--- src/rtl/multicycle_ctrl.sv ---
// ---------------------------------------------------------------------------
// multicycle_ctrl
// Control FSM for a multicycle RV32I-style core. Walks each instruction
// through FETCH -> DECODE -> EXECUTE -> [MEM] -> [WB], drives the datapath
// strobes and mux selects from the current state and opcode, counts
// retired instructions, and halts on an illegal opcode or when memory fails
// to answer within MEM_TIMEOUT waiting cycles.
//
// Ports
//   clk, rst          clock (rising edge), async active-low reset
//   opcode            inst[6:2] of the instruction register
//   mem_ready         memory completes the current request this cycle
//   branch_taken      branch comparator result, used in EXECUTE
//   mem_req/mem_we    memory request / store request
//   mem_is_instr      address mux selects PC
//   ir_write          load instruction register
//   pc_write, pc_src  PC update and source (0=PC+4, 1=br/JAL, 2=JALR)
//   reg_write         register-file write enable
//   alu_src_1/2       1=PC as operand A / 1=immediate as operand B
//   alu_op            0=ADD 1=SUB 2=RTYPE 3=ITYPE
//   mem_to_reg        0=ALU 1=DM 2=PC+4 3=IMM
//   state             current state encoding
//   halted, fault     core stopped / memory watchdog expired
//   retired           instructions completed (wraps)
// ---------------------------------------------------------------------------
module multicycle_ctrl #(
    parameter int MEM_TIMEOUT = 15,
    parameter int RET_W       = 32
) (
    input  logic             clk,
    input  logic             rst,
    input  logic [4:0]       opcode,
    input  logic             mem_ready,
    input  logic             branch_taken,
    output logic             mem_req,
    output logic             mem_we,
    output logic             mem_is_instr,
    output logic             ir_write,
    output logic             pc_write,
    output logic [1:0]       pc_src,
    output logic             reg_write,
    output logic             alu_src_1,
    output logic             alu_src_2,
    output logic [1:0]       alu_op,
    output logic [1:0]       mem_to_reg,
    output logic [2:0]       state,
    output logic             halted,
    output logic             fault,
    output logic [RET_W-1:0] retired
);

    localparam logic [4:0] OP_R      = 5'b01100;
    localparam logic [4:0] OP_I      = 5'b00100;
    localparam logic [4:0] OP_LOAD   = 5'b00000;
    localparam logic [4:0] OP_STORE  = 5'b01000;
    localparam logic [4:0] OP_BRANCH = 5'b11000;
    localparam logic [4:0] OP_JALR   = 5'b11001;
    localparam logic [4:0] OP_JAL    = 5'b11011;
    localparam logic [4:0] OP_LUI    = 5'b01101;
    localparam logic [4:0] OP_AUIPC  = 5'b00101;

    localparam int              WD_W    = (MEM_TIMEOUT > 0) ? $clog2(MEM_TIMEOUT + 1) : 1;
    localparam logic [WD_W-1:0] WD_LAST = (MEM_TIMEOUT > 0) ? WD_W'(MEM_TIMEOUT - 1) : '0;

    typedef enum logic [2:0] {
        ST_FETCH   = 3'd0,
        ST_DECODE  = 3'd1,
        ST_EXECUTE = 3'd2,
        ST_MEM     = 3'd3,
        ST_WB      = 3'd4,
        ST_HALT    = 3'd5
    } state_t;

    state_t            r_state, w_next;
    logic              r_fault;
    logic [WD_W-1:0]   r_wd;
    logic [RET_W-1:0]  r_retired;

    logic w_r, w_i, w_ld, w_st, w_br, w_jalr, w_jal, w_lui, w_auipc, w_legal;
    logic w_wait, w_tmo;
    logic w_src1, w_src2;
    logic [1:0] w_aluop;

    assign w_r     = (opcode == OP_R);
    assign w_i     = (opcode == OP_I);
    assign w_ld    = (opcode == OP_LOAD);
    assign w_st    = (opcode == OP_STORE);
    assign w_br    = (opcode == OP_BRANCH);
    assign w_jalr  = (opcode == OP_JALR);
    assign w_jal   = (opcode == OP_JAL);
    assign w_lui   = (opcode == OP_LUI);
    assign w_auipc = (opcode == OP_AUIPC);
    assign w_legal = w_r | w_i | w_ld | w_st | w_br | w_jalr | w_jal | w_lui | w_auipc;

    // A waiting cycle is any FETCH/MEM cycle without mem_ready; the watchdog
    // fires on the MEM_TIMEOUT-th consecutive one.
    assign w_wait = ((r_state == ST_FETCH) || (r_state == ST_MEM)) && !mem_ready;
    assign w_tmo  = (MEM_TIMEOUT > 0) && w_wait && (r_wd == WD_LAST);

    // ALU control, shared by EXECUTE and MEM (address calc held during access)
    always_comb begin
        w_src1  = 1'b0;
        w_src2  = 1'b0;
        w_aluop = 2'd0;
        if (w_r) begin
            w_aluop = 2'd2;
        end else if (w_i) begin
            w_src2  = 1'b1;
            w_aluop = 2'd3;
        end else if (w_br) begin
            w_aluop = 2'd1;
        end else if (w_jal || w_auipc) begin
            w_src1 = 1'b1;
            w_src2 = 1'b1;
        end else if (w_ld || w_st || w_jalr || w_lui) begin
            w_src2 = 1'b1;
        end
    end

    always_comb begin
        w_next       = r_state;
        mem_req      = 1'b0;
        mem_we       = 1'b0;
        mem_is_instr = 1'b0;
        ir_write     = 1'b0;
        pc_write     = 1'b0;
        pc_src       = 2'd0;
        reg_write    = 1'b0;
        alu_src_1    = 1'b0;
        alu_src_2    = 1'b0;
        alu_op       = 2'd0;
        mem_to_reg   = 2'd0;
        halted       = 1'b0;
        case (r_state)
            ST_FETCH: begin
                mem_req      = 1'b1;
                mem_is_instr = 1'b1;
                if (mem_ready) begin
                    ir_write = 1'b1;
                    w_next   = ST_DECODE;
                end else if (w_tmo) begin
                    w_next = ST_HALT;
                end
            end
            ST_DECODE: begin
                w_next = w_legal ? ST_EXECUTE : ST_HALT;
            end
            ST_EXECUTE: begin
                alu_src_1 = w_src1;
                alu_src_2 = w_src2;
                alu_op    = w_aluop;
                if (w_ld || w_st) begin
                    w_next = ST_MEM;
                end else if (w_br) begin
                    pc_write = 1'b1;
                    pc_src   = branch_taken ? 2'd1 : 2'd0;
                    w_next   = ST_FETCH;
                end else begin
                    w_next = ST_WB;
                end
            end
            ST_MEM: begin
                mem_req   = 1'b1;
                mem_we    = w_st;
                alu_src_1 = w_src1;
                alu_src_2 = w_src2;
                alu_op    = w_aluop;
                if (mem_ready) begin
                    if (w_st) begin
                        pc_write = 1'b1;
                        w_next   = ST_FETCH;
                    end else begin
                        w_next = ST_WB;
                    end
                end else if (w_tmo) begin
                    w_next = ST_HALT;
                end
            end
            ST_WB: begin
                reg_write = 1'b1;
                pc_write  = 1'b1;
                if (w_ld)                mem_to_reg = 2'd1;
                else if (w_jal || w_jalr) mem_to_reg = 2'd2;
                else if (w_lui)          mem_to_reg = 2'd3;
                if (w_jal)       pc_src = 2'd1;
                else if (w_jalr) pc_src = 2'd2;
                w_next = ST_FETCH;
            end
            ST_HALT: begin
                halted = 1'b1;
                w_next = ST_HALT;
            end
            default: begin
                w_next = ST_HALT;
            end
        endcase
        // Strobes are killed combinationally while reset is held so an
        // in-flight memory access is withdrawn without waiting for a clock.
        if (!rst) begin
            mem_req      = 1'b0;
            mem_we       = 1'b0;
            mem_is_instr = 1'b0;
            ir_write     = 1'b0;
            pc_write     = 1'b0;
            reg_write    = 1'b0;
        end
    end

    always_ff @(posedge clk or negedge rst) begin
        if (!rst) begin
            r_state   <= ST_FETCH;
            r_fault   <= 1'b0;
            r_wd      <= '0;
            r_retired <= '0;
        end else begin
            r_state <= w_next;
            if (w_tmo)   r_fault   <= 1'b1;
            if (w_wait)  r_wd      <= r_wd + 1'b1;
            else         r_wd      <= '0;
            if (pc_write) r_retired <= r_retired + 1'b1;
        end
    end

    assign state   = r_state;
    assign fault   = r_fault;
    assign retired = r_retired;

endmodule

--- config.mk ---
export PLATFORM = sky130hd
export DESIGN_NAME = multicycle_ctrl
export DESIGN_NICKNAME = d
export VERILOG_FILES = /design/src/rtl/multicycle_ctrl.sv
export SDC_FILE = /design/constraint.sdc
export NUM_CORES = 1
export LEC_CHECK = 0
export ABC_AREA = 1
export CAP_MARGIN = 20
export CORE_UTILIZATION = 40
export CTS_CLUSTER_SIZE = 12
export DETAILED_ROUTE_END_ITERATION = 7
export HOLD_SLACK_MARGIN = 0.02
export PLACE_DENSITY = 0.62
export SYNTH_ARGS = -nofsm -noshare
export SYNTH_HDL_FRONTEND = slang
export SYNTH_SLANG_ARGS = --single-unit
--- constraint.sdc ---
create_clock -name clk -period 4.27 [get_ports clk]
set_input_delay 0.427 -clock clk [delete_from_list [all_inputs] [get_ports clk]]
set_output_delay 0.427 -clock clk [all_outputs]
set_load 0.005 [all_outputs]
==> results.yml, run 1 <==
status:
  status: "complete, no violations"
detailed_routing:
  drt-total-wl_um: 7720
  vias_per_cell: 4.81
  via_count: 2960
  dr.pass1.iters: 4
  final_antenna_net_count: 0
  drt_iter0_drc: 171
  wl_per_cell_um: 12.5
  drc: 0
die:
  die_x_um: 88.4
  start_util: 0.412
  core_mm2: 0.00725
  ios: 60
  rows: 31
  dieArea_mm2: 0.00782
  fp.dieH_um: 88.4
worst_setup_path:
  start_kind: "input pin"
  slowest_stage: "clkdlybuf4s50_1"
  crit_family: "buffers and inverters"
  cp_max_fo: 33
  critical_path.cell_chain: "clkdlybuf4s50_1, inv_1, nand3_1, inv_1, nand3_2, nand2_1, nand2_4, nand2_4, clkdlybuf4s50_1"
  cp_data_arrival_time_ns: 2.76
  critPathMaxStageDelay_ns: 0.57
  critPathCaptureType: "output port"
  worst-endpoint-required_ns: 3.84
  reg2reg_setup_slack_ns: 2.25
  worstSetupPathType: "input pin to output port"
  cp_num_buf_inv: 4
sta:
  fin_tns_setup_ns: 0
  tightest_slew_ns: 0.482
  period_needed_ns: 3.18
  rsz0062_at_grt: "false"
  setup_violations: 0
  slew_headroom: 0.678
  fmax_ghz: 0.314
  final_hold_viol_count: 0
  final.period_utilization: 0.745
  postLayoutSetupSlackWorst_ns: 1.09
  clock_skew_ns: 0.00665
  slew_violations: 0
global_route:
  grt_usage: 0.216
  grt_remaining_overflow: 0
  first_global_vias: 2800
  grt_max_degree: 34
  grt_first_pass_wirelength_um: 13300
  antenna_found_initial: 0
pwr:
  seqPwrFrac: 0.587
  power_density_mw_per_mm2: 173
  p_int_mw: 0.499
  switching_share: 0.226
  p_sw_mw: 0.145
  peakVddDrop_uv: 99.8
  finalPower_mw: 0.645
  power.leakage_nw: 1.65
  pwr-share-comb: 0.047
  clkPwrFrac: 0.366
synth:
  synth_top_cell_by_area: "dfrtp_1"
  ys.flop_type: "dfrtp_1"
  synth.top_cells.by_area: "dfrtp_1, nand2_1, nor2_1"
  synthArstFlopShare: 1.00
  ys_seq_area_frac: 0.335
  synth_common_cells: "nand2_1, nor2_1, dfrtp_1, inv_1, nand3_1"
  synth.most_common_cell: "nand2_1"
  synth_edf_count: 0
  yosys_warnings: 0
  yosysUniqueCellTypes: 23
  syn_avg_cell_area_um2: 6.53
  synth_nets: 470
  ys_ff_latch: 40
  syn_inst: 458
  yosys.area.top_type_share: 0.335
  synth_area_mm2: 0.00299
final_layout:
  postLayoutCellArea_mm2: 0.00373
  final_nets: 529
  final_util: 0.514
  n_antenna_cell: 0
  syn2layout_area_growth_pct: 24.7
  final_layout_size_suffix_gt1_frac: 0.0870
clocking:
  postCtsSetupRepairBufs: 0
  postCtsHoldBufs: 0
  clkSlewWorstSetupHoldPaths_ns: 0.07
  clock_path_buffers: 2
  cts_tree: "yes"
  cts_resized: 0
  cts_root_buf: "clkbuf_8"
  clk-insertion-delay-late_ns: 0.29
  h-tree-depth: 2
  cts.sinks: 40
  cts_made_buffers: 5
placement:
  dpl_cell_area_mm2: 0.00365
  gp_congestion: 0.879
  dpl.hpwl_um: 5970
  portBuffers: 59
  dp_slack_ns: 1.10
min_path:
  hp-class: "input pin to asynchronous set/reset pin"
job:
  drv_cap: 0
## per-stage QoR
step                std cells  hold WS [ns]
floorplan                 458         0.131
global placement          609         0.348
detailed placement        609         0.348
CTS                       616        0.0346
global route              616        0.0266
finish                    616        0.0345
## per-layer routing
metal	vias up	track usage	part of all wire
li1	1555	-	-
met1	1329	0.303	0.51
met2	70	0.351	0.45
met3	6	0.0345	0.038
met4	0	0.0425	0.0084
met5	-	0	0
## cell usage in the layout, fill, tap and decap left out, types with 2 or more instances in the layout
cell type        synthesis  final
nand3_1                 40     40
dfrtp_1                 40     40
a21oi_1                  5      5
nor2_4                   2      2
nor2_2                   3      3
inv_1                   40     40
buf_4                    0      2
nor2_1                  68     68
clkdlybuf4s50_1          0     58
clkbuf_8                 0      5
o21ai_0                  3      3
xnor2_1                  5      5
nand2_4                  2      2
nand2_1                185    185
nor3_1                   2      2
nand4_1                  8      8
inv_2                    4      4
xor2_1                  12     12
ha_1                     3      3
nand3_2                 23     23
## logic make-up after synthesis
group	after synthesis	share of synthesized area
XOR/XNOR	17	0.0498
AND/OR/NAND/NOR	336	0.511
AO/OA/AOI/OAI	9	0.0155
adder cells (fa/ha/maj)	3	0.0126
flip-flops	40	0.335
buffers and inverters	53	0.0766
## state kept, by name (all words and copies together), names as in the netlist
name / cells
retired: 32
r_wd: 4
state: 3
fault: 1
## cell type report
type,instances,area (um2)
Fill cell,770,3530
Multi-Input combinational cell,365,1760
Sequential cell,40,1000
Timing Repair Buffer,61,601
Inverter,44,165
Tap cell,99,124
Clock buffer,6,72.6
Clock inverter,1,5.00
## power groups by stage
| stage | sequential, mW | combinational (mW) | clock [mW] |
|---|---|---|---|
| floorplan | 0.386 | 0.00980 | 0 |
| global placement | 0.386 | 0.0303 | 0 |
| detailed placement | 0.386 | 0.0309 | 0 |
| CTS | 0.378 | 0.0308 | 0.245 |
| global route | 0.378 | 0.0339 | 0.261 |
| finish | 0.379 | 0.0304 | 0.236 |
## final timing paths
path                                 from          end  depth (start not counted)
worst max-delay path            opcode[2]     pc_write                          9
worst min-delay path                  rst  retired[28]                          1
worst max register to register   state[2]  retired[22]                          9
worst min register to register    r_wd[0]      r_wd[0]                          1
max in group asynchronous             rst  retired[22]                          2
min in group clk                  r_wd[0]      r_wd[0]                          1
No activity file was read; power rests on OpenSTA's default activity.
==> inputs of run 2 (changes only) <==
Clock period 4.27 ns to 3 ns, I/O delays scaled along.
==> run 2 against run 1 <==
The run now ends with DRC left. Combinational power up 47%. Via count increased by 1.7%. Routed wire length rose by 2.0%. First-iteration DRC count grew 7.0%. Setup slack got worse by 0.48 ns. Hold slack improved by 0.15 ns. Non-clock buffer count grew 2. Global-route usage hardly changed. Core utilization increased by 0.21 points. Critical endpoint is now alu_src_2. Largest cell class unchanged.
==> results.yml, run 2 (synthesis results as in run 1) <==
final_layout:
  fillers: 775
  final_nets: 531
  n_antenna_cell: 0
  largest_register_ff_count: 32
  seq_area_mm2: 0.00100
  fin_cells: 618
  final_layout_size_suffix_gt1_frac: 0.0906
  layout_commonest_cell: "nand2_1"
  syn2layout_area_growth_pct: 25.2
  final_cell_mix: "nand2_1, nor2_1, clkdlybuf4s50_1"
  multi_input_area_mm2: 0.00176
detailed_routing:
  via_count: 3009
  final_antenna_net_count: 0
  wl_per_cell_um: 12.7
  drc: 2
  drt-total-wl_um: 7880
  vias_per_cell: 4.87
  dr.pass1.iters: 6
  drt_iter0_drc: 183
global_route:
  first_global_vias: 2690
  grt_remaining_overflow: 0
  grt_first_pass_wirelength_um: 13000
  grt_usage: 0.215
  grt_max_degree: 41
  antenna_found_initial: 0
worst_setup_path:
  slowest_stage: "clkdlybuf4s50_1"
  worstSetupPathType: "input pin to output port"
  critPathCaptureType: "output port"
  worst-endpoint-required_ns: 2.70
  start_kind: "input pin"
  cp_data_arrival_time_ns: 2.10
  cp_max_fo: 6
  critPathLaunch: "opcode[4]"
  cp_num_buf_inv: 4
  crit_family: "buffers and inverters"
  r2r_start: "retired[0]"
  critPathMaxStageDelay_ns: 0.59
  critical_path.cell_chain: "clkdlybuf4s50_1, inv_1, nand3_1, nor2_1, nor2_1, nand4_1, nand3_1, inv_1, clkdlybuf4s50_1"
placement:
  portBuffers: 59
  gp_congestion: 0.876
  dp_cells: 611
  dpl.hpwl_um: 5940
die:
  die_x_um: 88.4
  rows: 31
  ios: 60
  fp.dieH_um: 88.4
  dieArea_mm2: 0.00782
  start_util: 0.412
  core_mm2: 0.00725
clocking:
  cts_tree: "yes"
  cts_root_buf: "clkbuf_8"
  cts_resized: 0
  clkSlewWorstSetupHoldPaths_ns: 0.08
  postCtsSetupRepairBufs: 0
  clk-insertion-delay-late_ns: 0.29
  h-tree-depth: 2
  postCtsHoldBufs: 0
  cts_made_buffers: 5
  clock_path_buffers: 2
  cts.sinks: 40
status:
  status: "finished with violations"
  violations: "DRC"
pwr:
  power_density_mw_per_mm2: 250
  power.leakage_nw: 1.66
  peakVddDrop_uv: 127
sta:
  slew_violations: 0
  final.period_utilization: 0.799
  clock_skew_ns: 0.00657
  final_hold_viol_count: 0
  fmax_ghz: 0.417
  period_needed_ns: 2.40
  slew_headroom: 0.650
  setup_violations: 0
  fin_tns_setup_ns: 0
  rsz0062_at_grt: "false"
  tightest_slew_ns: 0.525
job:
  drv_cap: 0
min_path:
  hp-class: "input pin to asynchronous set/reset pin"
-- run 2: cell count changes in the layout (fill, tap and decap cells not counted), sizes merged --
cell and change:
buf +2
-- run 2: final cells by class --
| class | count | area share |
|---|---|---|
| Clock inverter | 1 | 0.00134 |
| Sequential cell | 40 | 0.267 |
| Inverter | 44 | 0.0441 |
| Clock buffer | 6 | 0.0194 |
| Multi-Input combinational cell | 365 | 0.470 |
| Timing Repair Buffer | 63 | 0.164 |
| Tap cell | 99 | 0.0331 |
-- run 2: path summary, 6_finish.rpt --
kind	to	slack (ns)	cells after the start
worst max-delay path	alu_src_2	0.60	9
worst min-delay path	state[0]	0.19	2
worst max register to register	retired[30]	1.15	10
worst min register to register	fault	0.48	2
max in group asynchronous	retired[9]	2.44	2
min in group clk	fault	0.48	2
-- run 2: where the power goes --
part           leakage, nW  switching, mW  total (mW)  internal, mW
Sequential           0.543              0       0.539         0.539
Clock               0.0410          0.193       0.352         0.159
Combinational         1.08         0.0310      0.0447        0.0137
-- run 2: metal layers --
| metal | GRT usage | vias up | routed length [um] |
|---|---|---|---|
| met3 | 0.0345 | 7 | 423 |
| li1 | - | 1552 | - |
| met2 | 0.336 | 91 | 3380 |
| met5 | 0 | - | 0 |
| met4 | 0.0499 | 0 | 87 |
| met1 | 0.311 | 1359 | 3990 |
-- run 2: per-stage QoR --
step | power [mW] | area (um2) | util | worst slack [ns] | hold slack (ns)
floorplan | 0.563 | 2990 | - | 1.45 | 0.00441
global placement | 0.593 | 3660 | 0.505 | 0.687 | 0.453
detailed placement | 0.595 | 3660 | 0.505 | 0.647 | 0.459
CTS | 0.946 | 3740 | 0.516 | 0.633 | 0.227
global route | 0.980 | 3740 | 0.516 | 0.457 | 0.244
finish | 0.935 | 3740 | 0.516 | 0.603 | 0.188
-- run 2: worst register-to-register path, cell delays in order (launching register included) --
cell	delay (ns)
dfrtp_1	0.49
ha_1	0.29
inv_2	0.08
nor2_4	0.18
nand2_1	0.14
nor2_1	0.28
nand2_1	0.09
nand2_1	0.06
nand2_1	0.05
nand2_1	0.05
nand2_1	0.05
==> inputs of run 3 (changes only) <==
Settings changed: PLACE_DENSITY 0.62 to 0.64.
Clock period 3 ns to 2 ns, I/O delays scaled along.
==> run 3 against run 2 <==
Hold slack gained 0.23 ns. The run now ends clean. Sequential power grew 50%. Sequential share of layout area shrank 1.7 points. Clock power grew 61%. First-iteration DRC count shrank 11%. Critical path depth shrank 5. Via count grew 3.4%. Design area grew 7.3%. Final cell count grew 4.5%. Clock skew is essentially flat. Global-route usage grew 1.0 points. Largest power group unchanged. Register-to-register slack lost 0.87 ns.
==> results.yml, run 3 (synthesis results as in run 1) <==
final_layout:
  postLayoutCellArea_mm2: 0.00401
  syn2layout_area_growth_pct: 34.3
  largest_register_ff_count: 32
  fin_cells: 646
  final_util: 0.553
  layout_commonest_cell: "nand2_1"
  final_layout_size_suffix_gt1_frac: 0.157
  n_antenna_cell: 0
  fillers: 702
  final_cell_mix: "nand2_1, nor2_1, clkdlybuf4s50_1"
  final_nets: 558
worst_setup_path:
  reg2reg_depth: 10
  r2r_start: "retired[1]"
  critPathLaunch: "state[1]"
  reg2reg_setup_slack_ns: 0.28
  cp_max_fo: 5
  slowest_stage: "clkdlybuf4s50_1"
  cp_num_buf_inv: 1
  crit_family: "buffers and inverters"
  timing.critical_path.to: "ir_write"
  cp_data_arrival_time_ns: 1.76
  reg2reg_to: "retired[30]"
  worstSetupPathType: "flip-flop to output port"
  cp.depth: 4
  start_kind: "flip-flop"
  critPathCaptureType: "output port"
  worst-endpoint-required_ns: 1.80
  critPathMaxStageDelay_ns: 0.53
  critical_path.cell_chain: "nor2_2, nand2_1, nor3_1, clkdlybuf4s50_1"
global_route:
  grt_remaining_overflow: 0
  grt_usage: 0.226
  grt_max_degree: 33
  antenna_found_initial: 0
  first_global_vias: 2892
  grt_first_pass_wirelength_um: 13700
detailed_routing:
  drt_iter0_drc: 163
  dr_wl_met3_um: 346
  wl_per_cell_um: 12.9
  top_layer_used: "met4"
  final_antenna_net_count: 0
  via_count: 3112
  drt-total-wl_um: 8360
  wl_met1_um: 4010
  vias_per_cell: 4.82
  drc: 0
  met2_length_um: 3850
  dr.pass1.iters: 5
pwr:
  power_density_mw_per_mm2: 365
  pwr-share-comb: 0.063
  p_sw_mw: 0.342
  p_int_mw: 1.13
  peakVddDrop_uv: 175
  clkPwrFrac: 0.387
  switching_share: 0.233
  seqPwrFrac: 0.551
  finalPower_mw: 1.47
  power.leakage_nw: 1.83
sta:
  period_needed_ns: 1.96
  rsz0062_at_grt: "true"
  whs_ns: 0.423
  clock_skew_ns: 0.00613
  final.period_utilization: 0.978
  tightest_slew_ns: 0.460
  slew_violations: 0
  final_hold_viol_count: 0
  fin_tns_setup_ns: 0
  postLayoutSetupSlackWorst_ns: 0.0445
  slew_headroom: 0.693
  setup_violations: 0
  fmax_ghz: 0.511
placement:
  portBuffers: 59
  dp_cells: 630
  gp_congestion: 0.919
  dpl_cell_area_mm2: 0.00381
  dpl.hpwl_um: 6200
  dp_slack_ns: -0.0774
die:
  start_util: 0.412
  core_mm2: 0.00725
  ios: 60
  dieArea_mm2: 0.00782
  rows: 31
  die_x_um: 88.4
  fp.dieH_um: 88.4
clocking:
  h-tree-depth: 2
  clkSlewWorstSetupHoldPaths_ns: 0.08
  cts_root_buf: "clkbuf_8"
  cts_tree: "yes"
  cts.sinks: 40
  clk-insertion-delay-late_ns: 0.30
  clock_path_buffers: 2
  cts_made_buffers: 5
min_path:
  hp-class: "input pin to asynchronous set/reset pin"
job:
  drv_cap: 0
status:
  status: "complete, no violations"
-- run 3: changes by cell type in the layout (fill, tap and decap cells not counted), sizes merged --
| cell | before | now |
|---|---|---|
| buf | 5 | 31 |
| clkdlybuf4s50 | 58 | 51 |
| dlygate4sd2 | 0 | 7 |
| clkbuf | 6 | 8 |
| clkinv | 1 | 0 |
| dlygate4sd3 | 0 | 1 |
-- run 3: worst min path at each step --
stage / to / slack, ns / depth (start not counted)
floorplan: fault / -0.1 / 0
global placement: retired[26] / 0.19 / 2
detailed placement: retired[4] / 0.20 / 2
CTS: retired[26] / 0.43 / 3
global route: retired[26] / 0.45 / 3
finish: retired[4] / 0.42 / 3
-- run 3: routing by layer --
metal,up-vias,global-route usage
met5,-,0
met4,0,0.0689
met3,14,0.0326
met2,87,0.371
met1,1401,0.307
li1,1610,-
-- run 3: power groups by stage --
stage	Sequential [mW]	Combinational, mW	Clock, mW
6_report	0.808	0.0918	0.567
5_1_grt	0.808	0.101	0.615
4_1_cts	0.808	0.0899	0.586
3_5_place_dp	0.824	0.0882	0
3_3_place_gp	0.824	0.0859	0
2_1_floorplan	0.824	0.0209	0
-- run 3: worst reg2reg max path, cell delays in order, from the launching register on --
cell and delay (ns):
dfrtp_1 0.43, ha_1 0.23, inv_2 0.06, nor2_4 0.18
nand2_1 0.14, nor2_1 0.28, nand2_1 0.10, nand2_1 0.06
nand2_1 0.04, nand2_1 0.05, nand2_1 0.06
-- run 3: final cells by class --
cell class | count | area [um2] | area share
Multi-Input combinational cell | 365 | 1820 | 0.453
Sequential cell | 40 | 1000 | 0.250
Timing Repair Buffer | 90 | 812 | 0.202
Inverter | 44 | 165 | 0.0411
Tap cell | 99 | 124 | 0.0309
Clock buffer | 8 | 90.1 | 0.0224
-- run 3: what timing repair did --
action	CTS	global route
endpoints found under the hold margin	13	0
setup buffers	5	2
endpoints found under the setup margin	12	5
resized for setup	22	2
pin swaps	5	1
hold buffers	1	0
